<file path="config.mk">
export PLATFORM = sky130hd
export DESIGN_NAME = trap_ctrl
export DESIGN_NICKNAME = d
export VERILOG_FILES = /design/src/rtl/trap_ctrl.sv
export SDC_FILE = /design/constraint.sdc
export NUM_CORES = 1
export LEC_CHECK = 0
export ABC_AREA = 1
export CORE_MARGIN = 1
export CORE_UTILIZATION = 37
export DETAILED_ROUTE_END_ITERATION = 10
export GPL_TIMING_DRIVEN = 0
export HOLD_SLACK_MARGIN = 0.1
export PLACE_DENSITY = 0.82
export SLEW_MARGIN = 10
export SYNTH_ARGS = -nofsm -noshare
export SYNTH_HDL_FRONTEND = slang
export SYNTH_SLANG_ARGS = --single-unit
</file>
<file path="constraint.sdc">
create_clock -name i_clk -period 2 [get_ports i_clk]
set_input_delay 0.6 -clock i_clk [delete_from_list [all_inputs] [get_ports i_clk]]
set_output_delay 0.6 -clock i_clk [all_outputs]
set_load 0.005 [all_outputs]
</file>
<file path="src/rtl/trap_ctrl.sv">
// -----------------------------------------------------------------------------
// trap_ctrl
//
// Trap sequencer between the commit boundary (IDU/EXU) and the CSR file's
// exception write ports. It accepts ecall, mret and (optionally) the machine
// timer interrupt when an instruction is at the commit boundary. It then
// raises the mepc/mcause/mstatus write strobes for one cycle and redirects
// the fetch PC through a valid/ready handshake.
//
// Configuration macro: TRAP_IRQ_EN
//   defined   - the timer interrupt path (i_irq qualified by mstatus.MIE) is
//               compiled in.
//   undefined - i_irq is unused, only ecall/mret are recognised, and the
//               mcause MSB is always 0.
//
// Parameters
//   ECALL_CAUSE     mcause value written for an M-mode ecall
//   IRQ_CAUSE       interrupt code; mcause = {1'b1, IRQ_CAUSE[W-2:0]}
//
// Ports
//   i_clk, i_rst_n           clock, asynchronous active-low reset
//   i_valid, i_pc            instruction at the commit boundary and its PC
//   i_ecall, i_mret          decode flags, qualified by i_valid
//   i_irq                    level timer interrupt request
//   i_mtvec/i_mepc/i_mstatus current CSR values
//   o_take                   combinational: instruction consumed by trap/mret
//   o_busy                   sequencer not idle (pipeline holds i_valid low)
//   o_*_wen / o_*_wdata      CSR write strobes and data (WB state only)
//   o_redir_valid/_pc        redirect request to IFU
//   i_redir_ready            IFU accepts the redirect
//
// State table
//   IDLE  | waiting for an event at the commit boundary
//   WB    | one cycle of CSR write strobes
//   REDIR | redirect request held until i_redir_ready
// -----------------------------------------------------------------------------
`ifndef CPU_WIDTH
`define CPU_WIDTH 32
`endif

module trap_ctrl #(
    parameter int ECALL_CAUSE = 11,
    parameter int IRQ_CAUSE   = 7
) (
    input  logic                    i_clk,
    input  logic                    i_rst_n,
    input  logic                    i_valid,
    input  logic [`CPU_WIDTH-1:0]   i_pc,
    input  logic                    i_ecall,
    input  logic                    i_mret,
    input  logic                    i_irq,
    input  logic [`CPU_WIDTH-1:0]   i_mtvec,
    input  logic [`CPU_WIDTH-1:0]   i_mepc,
    input  logic [`CPU_WIDTH-1:0]   i_mstatus,
    output logic                    o_take,
    output logic                    o_busy,
    output logic                    o_mepc_wen,
    output logic [`CPU_WIDTH-1:0]   o_mepc_wdata,
    output logic                    o_mcause_wen,
    output logic [`CPU_WIDTH-1:0]   o_mcause_wdata,
    output logic                    o_mstatus_wen,
    output logic [`CPU_WIDTH-1:0]   o_mstatus_wdata,
    output logic                    o_redir_valid,
    output logic [`CPU_WIDTH-1:0]   o_redir_pc,
    input  logic                    i_redir_ready
);

    localparam int W = `CPU_WIDTH;

    localparam logic [W-1:0] ECALL_CODE   = W'(ECALL_CAUSE);
    localparam logic [W-1:0] IRQ_CODE     = W'(IRQ_CAUSE);
    localparam logic [W-1:0] ECALL_MCAUSE = {1'b0, ECALL_CODE[W-2:0]};
`ifdef TRAP_IRQ_EN
    localparam logic [W-1:0] IRQ_MCAUSE   = {1'b1, IRQ_CODE[W-2:0]};
`else
    localparam logic [W-1:0] IRQ_MCAUSE   = {1'b0, IRQ_CODE[W-2:0]};
`endif

    typedef enum logic [1:0] {
        S_IDLE  = 2'd0,
        S_WB    = 2'd1,
        S_REDIR = 2'd2
    } state_t;

    typedef enum logic [1:0] {
        K_ECALL = 2'd0,
        K_IRQ   = 2'd1,
        K_MRET  = 2'd2
    } kind_t;

    state_t         state_q, state_d;
    kind_t          kind_q,  kind_d;
    logic [W-1:0]   pc_q,    pc_d;
    logic [W-1:0]   target_q, target_d;

    logic           irq_evt;
    logic           take;
    logic [W-1:0]   trap_target;

`ifdef TRAP_IRQ_EN
    assign irq_evt = i_irq & i_mstatus[3];
    logic unused_bits;
    assign unused_bits = ^i_mtvec[1:0];
`else
    assign irq_evt = 1'b0;
    logic unused_bits;
    assign unused_bits = ^{i_irq, i_mtvec[1:0]};
`endif

    // Direct mode only: the mode bits of mtvec are dropped.
    assign trap_target = {i_mtvec[W-1:2], 2'b00};

    assign take = (state_q == S_IDLE) & i_valid & (irq_evt | i_ecall | i_mret);

    always_comb begin
        state_d  = state_q;
        kind_d   = kind_q;
        pc_d     = pc_q;
        target_d = target_q;
        case (state_q)
            S_IDLE: begin
                if (take) begin
                    state_d = S_WB;
                    pc_d    = i_pc;
                    // Interrupt beats ecall beats mret; ecall also wins an
                    // illegal ecall+mret decode.
                    if (irq_evt) begin
                        kind_d   = K_IRQ;
                        target_d = trap_target;
                    end else if (i_ecall) begin
                        kind_d   = K_ECALL;
                        target_d = trap_target;
                    end else begin
                        kind_d   = K_MRET;
                        target_d = i_mepc;
                    end
                end
            end
            S_WB: begin
                state_d = S_REDIR;
            end
            S_REDIR: begin
                if (i_redir_ready) begin
                    state_d = S_IDLE;
                end
            end
            default: begin
                state_d = S_IDLE;
            end
        endcase
    end

    always_ff @(posedge i_clk or negedge i_rst_n) begin
        if (!i_rst_n) begin
            state_q  <= S_IDLE;
            kind_q   <= K_ECALL;
            pc_q     <= '0;
            target_q <= '0;
        end else begin
            state_q  <= state_d;
            kind_q   <= kind_d;
            pc_q     <= pc_d;
            target_q <= target_d;
        end
    end

    logic in_wb;
    logic is_trap;
    logic [W-1:0] ms_trap;
    logic [W-1:0] ms_mret;

    assign in_wb   = (state_q == S_WB);
    assign is_trap = (kind_q != K_MRET);

    // mstatus update uses the live CSR value in the WB cycle.
    always_comb begin
        ms_trap        = i_mstatus;
        ms_trap[7]     = i_mstatus[3];
        ms_trap[3]     = 1'b0;
        ms_trap[12:11] = 2'b11;

        ms_mret        = i_mstatus;
        ms_mret[3]     = i_mstatus[7];
        ms_mret[7]     = 1'b1;
        ms_mret[12:11] = 2'b11;
    end

    assign o_take          = take;
    assign o_busy          = (state_q != S_IDLE);

    assign o_mepc_wen      = in_wb & is_trap;
    assign o_mepc_wdata    = o_mepc_wen ? pc_q : '0;

    assign o_mcause_wen    = in_wb & is_trap;
    assign o_mcause_wdata  = !o_mcause_wen       ? '0         :
                             (kind_q == K_IRQ)   ? IRQ_MCAUSE : ECALL_MCAUSE;

    assign o_mstatus_wen   = in_wb;
    assign o_mstatus_wdata = !in_wb ? '0 : (is_trap ? ms_trap : ms_mret);

    assign o_redir_valid   = (state_q == S_REDIR);
    assign o_redir_pc      = o_redir_valid ? target_q : '0;

endmodule

</file>
Yosys cells after proc, flatten, opt, wreduce, memory -nomap -nowiden
Cells that the tools add are included.

Multiplexer cells: 11. Equality and inequality tests: 6. Bitwise logic cells: 4. Reductions and logical operators: 4.

Operators by type and width (number): 32-bit 2-to-1 mux (4); 4-bit 2-to-1 mux (2); 8-bit 2-to-1 mux (1); 2-bit 2-to-1 mux (3); 2-bit case mux with 3 select lines (1); 2-bit by 1-bit == test with 1-bit output (second input constant) (2); 2-bit inequality test (second input constant) (2); 2-bit AND reduction (2); 1-bit bitwise AND (3); 2-bit == test (second input constant) (1); 2-bit zero test (1); 2-bit by 1-bit inequality test with 1-bit output (second input constant) (1); 2-bit nonzero test (1); 1-bit OR (1).

Logic and storage cells: 29. Output and inout bits: 134. Register bits: 68.

Logic depth before layout (Yosys ltp)
Gate-level depths: netlist of the first run.

Word-level depth: 5. Gate-level depth with buffers: 8.

Worst setup path before layout of the first run
OpenSTA, ideal clock, no wires.

Path kind: input -> output. Start point: input i_ecall. End point: output o_take. Data required time: 1400 ps. Stages: 7. Slack: 166 ps. Arrival time: 1234 ps. Path through: buf_4 > inv_4 > nand2_4 > nand3_2 > buf_6 > buf_6 > inv_2.

Longest elaborated chain between the ends: 2.

Ends and longest elaborated chain: start, declared (RTL line 49) `input logic i_ecall,`; 1-bit OR (RTL line 113) `assign take = (state_q == S_IDLE) & i_valid & (irq_evt | i_ecall | i_mret);`; 1-bit bitwise AND (RTL line 113); end, declared (RTL line 55) `output logic o_take,`.

No other way between the ends.

Final worst setup path of the first run
Start point: register state_q[0]. End point: output o_redir_pc[3].

Longest elaborated chain between the ends: 2.

Ends and longest elaborated chain: start, declared (RTL line 91) `state_t state_q, state_d;`; start signal, assigned (RTL line 160) `state_q <= state_d;`; 2-bit == test (RTL line 201) `assign o_redir_valid = (state_q == S_REDIR);`; 32-bit 2-to-1 mux (RTL line 202) `assign o_redir_pc = o_redir_valid ? target_q : '0;`; end, declared (RTL line 64) `` output logic [`CPU_WIDTH-1:0] o_redir_pc, ``.

No other way between the ends.

==> metrics.txt, run 1 <==
status=finished with violations; failing checks=negative setup slack; launching point of the worst reg2reg path=state_q[1]$_DFFE_PN0P_; GP Congestion=0.7597; ANT nets after route=0; hold buffers post-CTS=0; area delta synth->final=80.52%; slowest CP cell=dfrtp_2; Sw Pwr=0.002436 W; RSZ-0062 raised after global routing=true; H-tree lvl count=3; Setup Viol. Count Final=97; Pre-Repair DR Iteration Count=6; Setup Skew=0.005550 ns; Reg2Reg Depth=11; Via Count=4940; Worst setup EP type=primary output; adder-cell share of the synthesized area=0%; Synth Area in Simple Gates=38.67%; worst r2r dst=pc_q[22]$_DFFE_PN0P_; fin area=0.007523 mm2; initial antenna violation count=0; Static Leak=4.256 nW; most common cell after layout, fill and taps aside=nand2_1; Worst Max-Slew Pin Slew=0.5583 ns; stages on the worst setup path=7; main combinational cell family by area after synthesis=simple AND/OR/NAND/NOR gates; number of diodes=0; CTS max path bufs=2; Final TNS setup=-11.80 ns; Nets=1088; Buffers & Inverters on Critical Path=5; crit-path cells=inv_2 > nand2_8 > buf_4 > buf_6 > clkbuf_16 > nor2_4 > buf_2; initial core utilization=38.28%; layout cell share with drive strength beyond 1=30.30%; Gate Count Post-Synth=640; logic gate share of total power=48.2%; Critical Path Fanout Max=7; Post-DP HPWL=10.57 mm; global route total overflow=0; number of port buffers=232; syn_area_per_cell=6.512 um2; # placed instances=1041; most frequent cells in the layout=nand2_1 (221), clkdlybuf4s50_1 (125), buf_2 (105), inv_1 (96), dfrtp_1 (65); Pint=0.004217 W; fmax=449.1 MHz; DRC viols=0; Worst-Skew Late Latency=0.35 ns; Seq pwr share=32.4%; CTS tree=yes; root buf cell=clkbuf_8; CTS Buf Count=9; R2R Setup Slk=0.11 ns; CP startpoint=state_q[0]$_DFFE_PN0P_; critical path class=flip-flop to primary output; number of fill cells=930; drt wl/cell=14.14 um; Final Power=0.006653 W; CORE AREA=0.01089 mm2; clock tree sinks=67; Slew headroom=62.78%; row count=38; pwr dens=884.3 mW/mm2; Netlist Area Pre-Place=0.004168 mm2; Die Span Y=108.1 um; Die Area=0.01169 mm2; largest net degree at the start of global routing=36; Synth Area in XOR/XNOR=0%; library cells used by synthesis=18; mux contribution to synthesized area=0%; drt initial violations=222; first-pass GRT wire length=23.83 mm; Slew Viols, Final=0; switching fraction of total power=36.62%; Non-Filler Instances=1097; Post-Route WL=15.52 mm; register bit total from synthesis=67; worst endpoint required time=1.40 ns; Setup WS post-layout=-0.2265 ns; YS warnings=0; Global Route Usage Sum=26.63%; CP max stage delay=0.47 ns; HP Class=input pin to async pin; Clock Power Share=19.5%; endpoints failing hold=0; final worst path period share=111.3%; Tmin final=2.226 ns; # IOs=269; Placed Area=0.006788 mm2; vias in the first global route=4774; peak supply drop=413.9 uV; Worst-path clk slew=0.07 ns; die extent in x=108.1 um; Synth Area in Compound Gates=0.1201%; post-synthesis sequential area ratio=40.23%; Arr. time, crit path=1.63 ns; Avg Vias per Cell=4.503; cell family contributing the most delay on the critical path=buffers and inverters; Critical Path End=o_redir_pc[3]; startpoint types=flip-flop; Max Cap Viol=0
worst reg2reg max path: stages (launching register included):
cell	delay [ns]
dfrtp_2	0.44
buf_4	0.15
nor2_4	0.13
buf_4	0.13
buf_6	0.10
nand3_4	0.06
buf_8	0.13
buf_4	0.17
buf_4	0.19
buf_6	0.15
nand2_1	0.07
nand2_1	0.05
registers in the layout (all words and copies together) (netlist names):
| name | cells |
|---|---|
| target_q | 32 |
| kind_q | 1 |
| pc_q | 32 |
| state_q | 2 |
how the worst min path moves through the flow:
stage | end | from | cells after the start | slack [ns]
finish | target_q[10]$_DFFE_PN0P_ | i_rst_n | 1 | 0.20
global route | target_q[10]$_DFFE_PN0P_ | i_rst_n | 1 | 0.22
CTS | target_q[10]$_DFFE_PN0P_ | i_rst_n | 1 | 0.21
detailed placement | pc_q[20]$_DFFE_PN0P_ | pc_q[20]$_DFFE_PN0P_ | 2 | 0.46
global placement | pc_q[20]$_DFFE_PN0P_ | pc_q[20]$_DFFE_PN0P_ | 2 | 0.45
floorplan | kind_q[1]$_DFFE_PN0P_ | i_rst_n | 0 | 0.30
Yosys cell counts:
cell type  count  share of area [%]
nand4_1       33                5.0
nand3_1       32                3.8
nand2_1      223                 20
nand2_4        1               0.27
inv_1        100                9.0
buf_6          4                1.1
inv_4          1               0.15
buf_1          1              0.090
clkbuf_1      14                1.3
buf_2         19                2.3
nor2_1        98                8.8
nand3_2        1               0.24
buf_4         37                6.7
dfrtp_1       67                 40
o21ai_0        1               0.12
nor2_2         3               0.45
inv_2          4               0.36
conb_1         1              0.090
per-stage QoR:
step           hold WS, ns  utilization (%)  worst slack, ns
2_1_floorplan       0.3044                -           0.1656
3_3_place_gp        0.4536            62.18           -1.950
3_5_place_dp        0.4590            62.34          -0.8755
4_1_cts             0.2092            67.55          -0.2286
5_1_grt             0.2218            69.10          -0.2975
6_report            0.2004            69.10          -0.2265
routing by layer:
| metal | global-route usage (%) | wire length (um) |
|---|---|---|
| met1 | 30.46 | 6050 |
| met2 | 47.82 | 7784 |
| met3 | 5.485 | 1104 |
| met4 | 11.35 | 576 |
| met5 | 0 | 0 |
power by group through the flow:
| stage | clock network [W] | registers [W] | logic [W] |
|---|---|---|---|
| final | 0.00130 | 0.00215 | 0.00320 |
| after global routing | 0.00137 | 0.00222 | 0.00351 |
| after CTS | 0.00131 | 0.00214 | 0.00301 |
| after detailed placement | 0 | 0.00215 | 0.00245 |
| after global placement | 0 | 0.00213 | 0.00240 |
| after floorplan | 0 | 0.00208 | 0.00128 |
what timing repair did:
action / 4_1_cts / 5_1_grt
resized for setup: 527 / 42
cloned: 7 / 2
pin swaps: 7 / 2
setup endpoints to repair: 105 / 104
setup buffers: 36 / 7
cells by family (layout without fill, tap and decap cells):
logic type / after synthesis / in the layout
simple gates: 391 / 392
flops: 67 / 67
other cells: 1 / 29
buf+inv: 180 / 468
compound gates: 1 / 1
cell type report:
type	count	area, um2	share of cell area (%)
repair buffers	279	2450	32.56
multi-input cells	422	2023	26.89
flip-flops and latches	67	1679	22.32
plain buffers	69	561.8	7.467
inverters	105	409.1	5.438
well taps	140	175.2	2.328
clock buffers	11	151.4	2.012
clock inverters	4	73.82	0.9812
(Power assumes the default switching activity.)
==> run 2, diff against run 1 <==
--- a/config.mk
+++ b/config.mk
@@ -6,12 +6,14 @@
 export NUM_CORES = 1
 export LEC_CHECK = 0
 export ABC_AREA = 1
+export CELL_PAD_IN_SITES_DETAIL_PLACEMENT = 2
+export CELL_PAD_IN_SITES_GLOBAL_PLACEMENT = 2
 export CORE_MARGIN = 1
-export CORE_UTILIZATION = 37
+export CORE_UTILIZATION = 17
 export DETAILED_ROUTE_END_ITERATION = 10
 export GPL_TIMING_DRIVEN = 0
 export HOLD_SLACK_MARGIN = 0.1
-export PLACE_DENSITY = 0.82
+export PLACE_DENSITY_LB_ADDON = 0.1
 export SLEW_MARGIN = 10
 export SYNTH_ARGS = -nofsm -noshare
 export SYNTH_HDL_FRONTEND = slang
==> metrics.txt, run 2 (synthesis gave the netlist of run 1 again) <==
Die Area=0.02515 mm2 (+120%); die extent in x=158.6 um (+47%); cell family contributing the most delay on the critical path=buffers and inverters; initial antenna violation count=1 (+1); Nets=1083 (-0.46%); GP Congestion=0.6924 (-8.9%); H-tree lvl count=3 (unchanged); RSZ-0062 raised after global routing=true; most common cell after layout, fill and taps aside=nand2_1; Tmin final=2.205 ns (-0.02150 ns); global route total overflow=0 (unchanged); failing checks=negative setup slack; Avg Vias per Cell=3.918 (-13%); ANT nets after route=0 (unchanged); CP max stage delay=0.46 ns (about the same); Worst Max-Slew Pin Slew=0.5042 ns (-0.05409 ns); endpoints failing hold=0 (unchanged); CORE AREA=0.02375 mm2 (+120%); slowest CP cell=dfrtp_2; startpoint types=flip-flop; number of port buffers=232 (unchanged); Final TNS setup=-10.46 ns (+1.335 ns); layout cell share with drive strength beyond 1=31.79% (+1.5 points); drt initial violations=124 (-44%); Static Leak=4.245 nW (-0.26%); CTS Buf Count=9 (unchanged); first-pass GRT wire length=29.83 mm (+25%); clock tree sinks=67 (unchanged); hold buffers post-CTS=0 (unchanged); largest net degree at the start of global routing=37 (+2.8%); Final Power=0.007293 W (+9.6%); # IOs=269 (unchanged); drt wl/cell=15.41 um (+8.9%); DRC viols=0 (unchanged); most frequent cells in the layout=nand2_1 (221), clkdlybuf4s50_1 (125), inv_1 (96), buf_2 (88), dfrtp_1 (66); Top Registers=pc_q: 32 flops, target_q: 32 flops, state_q: 2 flops; HP Class=input pin to async pin; Via Count=4987 (+0.95%); Placed Area=0.007012 mm2 (+3.3%); Post-DP HPWL=14.91 mm (+41%); root buf cell=clkbuf_16; worst endpoint required time=1.40 ns (about the same); row count=56 (+47%); Worst-path clk slew=0.06 ns (about the same); initial core utilization=17.55% (-21 points); Arr. time, crit path=1.60 ns (-0.03 ns); status=finished with violations; peak supply drop=385.2 uV (-6.9%); crit-path cells=inv_2 > nand2_8 > clkbuf_16 > buf_8 > buf_12 > nor2_4 > buf_6; fin area=0.007911 mm2 (+5.2%); pwr dens=921.8 mW/mm2 (+4.2%); Worst-Skew Late Latency=0.34 ns (about the same); CTS tree=yes; Setup Skew=0.005795 ns (+0.0002453 ns); Worst setup EP type=primary output; critical path class=flip-flop to primary output; Global Route Usage Sum=15.85% (-11 points); Max Cap Viol=0 (unchanged); Critical Path Fanout Max=7 (unchanged); CTS max path bufs=2 (unchanged); fmax=453.5 MHz (+0.98%); Buffers & Inverters on Critical Path=5 (unchanged); Setup WS post-layout=-0.2050 ns (+0.02150 ns); vias in the first global route=5606 (+17%); area delta synth->final=89.82%; Slew Viols, Final=0 (unchanged); Post-Route WL=19.62 mm (+26%); Die Span Y=158.6 um (+47%); Setup Viol. Count Final=92 (-5.2%); Slew headroom=66.39% (+3.6 points); final worst path period share=110.2% (-1.1 points); Pre-Repair DR Iteration Count=4 (-2)
==> run 2: cell types whose count changed in the layout (fill, tap and decap cells not counted), moves of 2 or more <==
cell,previous run,this run
buf_12,5,7
buf_2,105,88
buf_4,48,52
clkbuf_16,5,12
clkbuf_2,1,4
clkbuf_8,17,3
clkdlybuf4s15_2,2,17
dlygate4sd2_1,3,0
nor2_1,53,40
nor2_2,23,35
==> run 2: final cells by class <==
class | count | area, um2
diodes | 1 | 2.502
plain buffers | 69 | 550.5
clock buffers | 10 | 239.0
clock inverters | 6 | 112.6
fillers | 2739 | 15840
inverters | 105 | 401.6
multi-input cells | 421 | 2041
flip-flops and latches | 67 | 1678
well taps | 319 | 399.1
repair buffers | 275 | 2487
==> run 2: repair_timing <==
action,CTS,global route
pin swaps,12,3
cloned,3,0
buffers inserted,39,6
endpoints found under the hold margin,0,0
gates resized for setup,544,41
endpoints found under the setup margin,105,104
==> run 2: worst paths after layout <==
check | start | end | slack (ns) | cells after the start
min in group i_clk | pc_q[18]$_DFFE_PN0P_ | pc_q[18]$_DFFE_PN0P_ | 0.47 | 2
max reg2reg | state_q[0]$_DFFE_PN0P_ | pc_q[30]$_DFFE_PN0P_ | 0.13 | 9
max | state_q[0]$_DFFE_PN0P_ | o_redir_pc[28] | -0.20 | 7
max in group asynchronous | i_rst_n | state_q[0]$_DFFE_PN0P_ | 1.22 | 2
min | i_rst_n | pc_q[30]$_DFFE_PN0P_ | 0.20 | 1
min reg2reg | pc_q[18]$_DFFE_PN0P_ | pc_q[18]$_DFFE_PN0P_ | 0.47 | 2
==> run 2: metal layers <==
metal  wire [um]  GRT usage, %
met1        7841         17.54
met2       10170         29.45
met3        1365         3.702
met4         244         5.357
met5           0             0
==> run 2: worst register-to-register path, delay by kind of cell, from the launching register on <==
| kind | cells | cell delay, ns |
|---|---|---|
| flip-flops | 1 | 0.46 |
| buffers and inverters | 6 | 0.94 |
| AND/OR/NAND/NOR | 3 | 0.42 |
==> run 2: stage by stage <==
step / std cells / setup WS (ns) / hold slack [ns] / utilization, %
after floorplan: 668 / 0.1656 / 0.3044 / -
after global placement: 1219 / -2.321 / 0.4558 / 29.45
after global routing: 1273 / -0.2815 / 0.2285 / 33.31
after detailed placement: 1220 / -0.9576 / 0.4624 / 29.52
after CTS: 1274 / -0.2805 / 0.2148 / 33.11
final: 1273 / -0.2050 / 0.1957 / 33.31
==> run 2: report_power, final <==
part | switching (W) | internal (W) | total [W]
clock network | 0.000639 | 0.00125 | 0.00189
logic | 0.00164 | 0.00160 | 0.00324
registers | 0.000298 | 0.00186 | 0.00216
==> run 3, diff against run 2 <==
--- a/config.mk
+++ b/config.mk
@@ -14,6 +14,7 @@
 export GPL_TIMING_DRIVEN = 0
 export HOLD_SLACK_MARGIN = 0.1
 export PLACE_DENSITY_LB_ADDON = 0.1
+export SKIP_CTS_REPAIR_TIMING = 1
 export SLEW_MARGIN = 10
 export SYNTH_ARGS = -nofsm -noshare
 export SYNTH_HDL_FRONTEND = slang
==> metrics.txt, run 3 (synthesis gave the netlist of run 1 again) <==
Die Span Y=158.6 um (unchanged); status=finished with violations; Arr. time, crit path=1.68 ns (+0.08 ns); die extent in x=158.6 um (unchanged); peak supply drop=365.2 uV (-5.2%); startpoint types=flip-flop; RSZ-0062 raised after global routing=true; failing checks=negative setup slack; Worst Max-Slew Pin Slew=0.5179 ns (+0.01377 ns); Via Count=4926 (-1.2%); HP Class=input pin to async pin; Reg2Reg Depth=6 (-3); drt wl/cell=15.12 um (-1.9%); critical path class=flip-flop to primary output; fmax=439.3 MHz (-3.1%); Worst-Skew Late Latency=0.34 ns (about the same); CP max stage delay=0.41 ns (-0.05 ns); first-pass GRT wire length=28.00 mm (-6.1%); launching point of the worst reg2reg path=state_q[0]$_DFFE_PN0P_; clock tree sinks=67 (unchanged); Placed Area=0.007012 mm2 (unchanged); number of port buffers=232 (unchanged); most common cell after layout, fill and taps aside=nand2_1; cell family contributing the most delay on the critical path=buffers and inverters; largest net degree at the start of global routing=37 (unchanged); Tmin final=2.276 ns (+0.07138 ns); R2R Setup Slk=0.33 ns (+0.20 ns); Worst setup EP type=primary output; H-tree lvl count=3 (unchanged); row count=56 (unchanged); Post-DP HPWL=14.91 mm (unchanged); Slew headroom=65.47% (-0.92 points); initial core utilization=17.55% (unchanged); final worst path period share=113.8% (+3.6 points); CP startpoint=state_q[1]$_DFFE_PN0P_; Top Registers=pc_q: 32 flops, target_q: 32 flops, state_q: 2 flops; worst endpoint required time=1.40 ns (about the same); ANT nets after route=0 (unchanged); endpoints failing hold=0 (unchanged); Post-Route WL=19.02 mm (-3.0%); slowest CP cell=dfrtp_1; Avg Vias per Cell=3.916 (about the same); fin area=0.007740 mm2 (-2.2%); global route total overflow=0 (unchanged); CTS tree=yes; GP Congestion=0.6924 (unchanged); Buffers & Inverters on Critical Path=5 (unchanged); Die Area=0.02515 mm2 (unchanged); Setup WS post-layout=-0.2763 ns (-0.07138 ns); Max Cap Viol=0 (unchanged); Critical Path Fanout Max=8 (+1); most frequent cells in the layout=nand2_1 (221), clkdlybuf4s50_1 (126), inv_1 (97), dfrtp_1 (66), buf_2 (60); DRC viols=0 (unchanged); Slew Viols, Final=0 (unchanged); layout cell share with drive strength beyond 1=26.76% (-5.0 points); worst r2r dst=pc_q[30]$_DFFE_PN0P_; pre-CTS setup slack=-0.9576 ns (unchanged); area delta synth->final=85.71%; CORE AREA=0.02375 mm2 (unchanged); vias in the first global route=5343 (-4.7%); Global Route Usage Sum=14.75% (-1.1 points); crit-path cells=inv_2 > nand2_8 > nor2_4 > buf_6 > inv_8 > clkbuf_16 > nor2_4 > buf_6; root buf cell=clkbuf_16; Setup Viol. Count Final=56 (-39%); pwr dens=908.5 mW/mm2 (-1.4%); Setup Skew=0.005659 ns (-0.0001363 ns); final core occ=32.59% (-0.72 points); drt initial violations=108 (-13%); CTS Buf Count=9 (unchanged); Worst-path clk slew=0.06 ns (about the same); CTS max path bufs=2 (unchanged); Min Hold Slack=0.2019 ns (+0.006200 ns); # IOs=269 (unchanged); initial antenna violation count=1 (unchanged); Static Leak=4.517 nW (+6.4%); Pre-Repair DR Iteration Count=4 (unchanged); Nets=1068 (-1.4%)
run 3: how the worst max path moves through the flow:
| stage | to | cells after the start |
|---|---|---|
| 2_1_floorplan | o_take | 7 |
| 4_1_cts | o_mepc_wdata[19] | 7 |
| 6_report | o_mepc_wdata[19] | 8 |
| 3_5_place_dp | o_take | 8 |
| 3_3_place_gp | target_q[16]$_DFFE_PN0P_ | 1 |
| 5_1_grt | o_mepc_wdata[19] | 8 |
run 3: through the flow:
step / cells / TNS (ns) / total power (W)
global placement: 1219 / -193.87 / 0.004630
floorplan: 668 / 0 / 0.003359
detailed placement: 1220 / -43.70 / 0.004766
finish: 1258 / -8.613 / 0.007032
global route: 1258 / -14.28 / 0.007574
CTS: 1236 / -78.87 / 0.006729
run 3: report_power, final:
part	leakage (nW)	total, W	internal [W]	switching [W]
registers	0.835	0.00216	0.00186	0.000297
clock network	0.173	0.00190	0.00125	0.000646
logic	3.51	0.00297	0.00141	0.00157
run 3: layout make-up:
cell class                      instances  area (um2)
Antenna cell                            1       2.502
Buffer                                 73       590.6
Clock buffer                           10       239.0
Clock inverter                          6       112.6
Fill cell                            2724       16010
Inverter                              105       406.6
Multi-Input combinational cell        421        1981
Sequential cell                        67        1678
Tap cell                              319       399.1
Timing Repair Buffer                  256        2331
run 3: metal layers:
| layer | up-vias | GRT usage (%) | share of wire [%] |
|---|---|---|---|
| met4 | 0 | 5.037 | 1.2 |
| met2 | 169 | 26.61 | 50 |
| li1 | 2417 | - | - |
| met1 | 2329 | 16.80 | 41 |
| met3 | 11 | 3.702 | 7.1 |
| met5 | - | 0 | 0 |
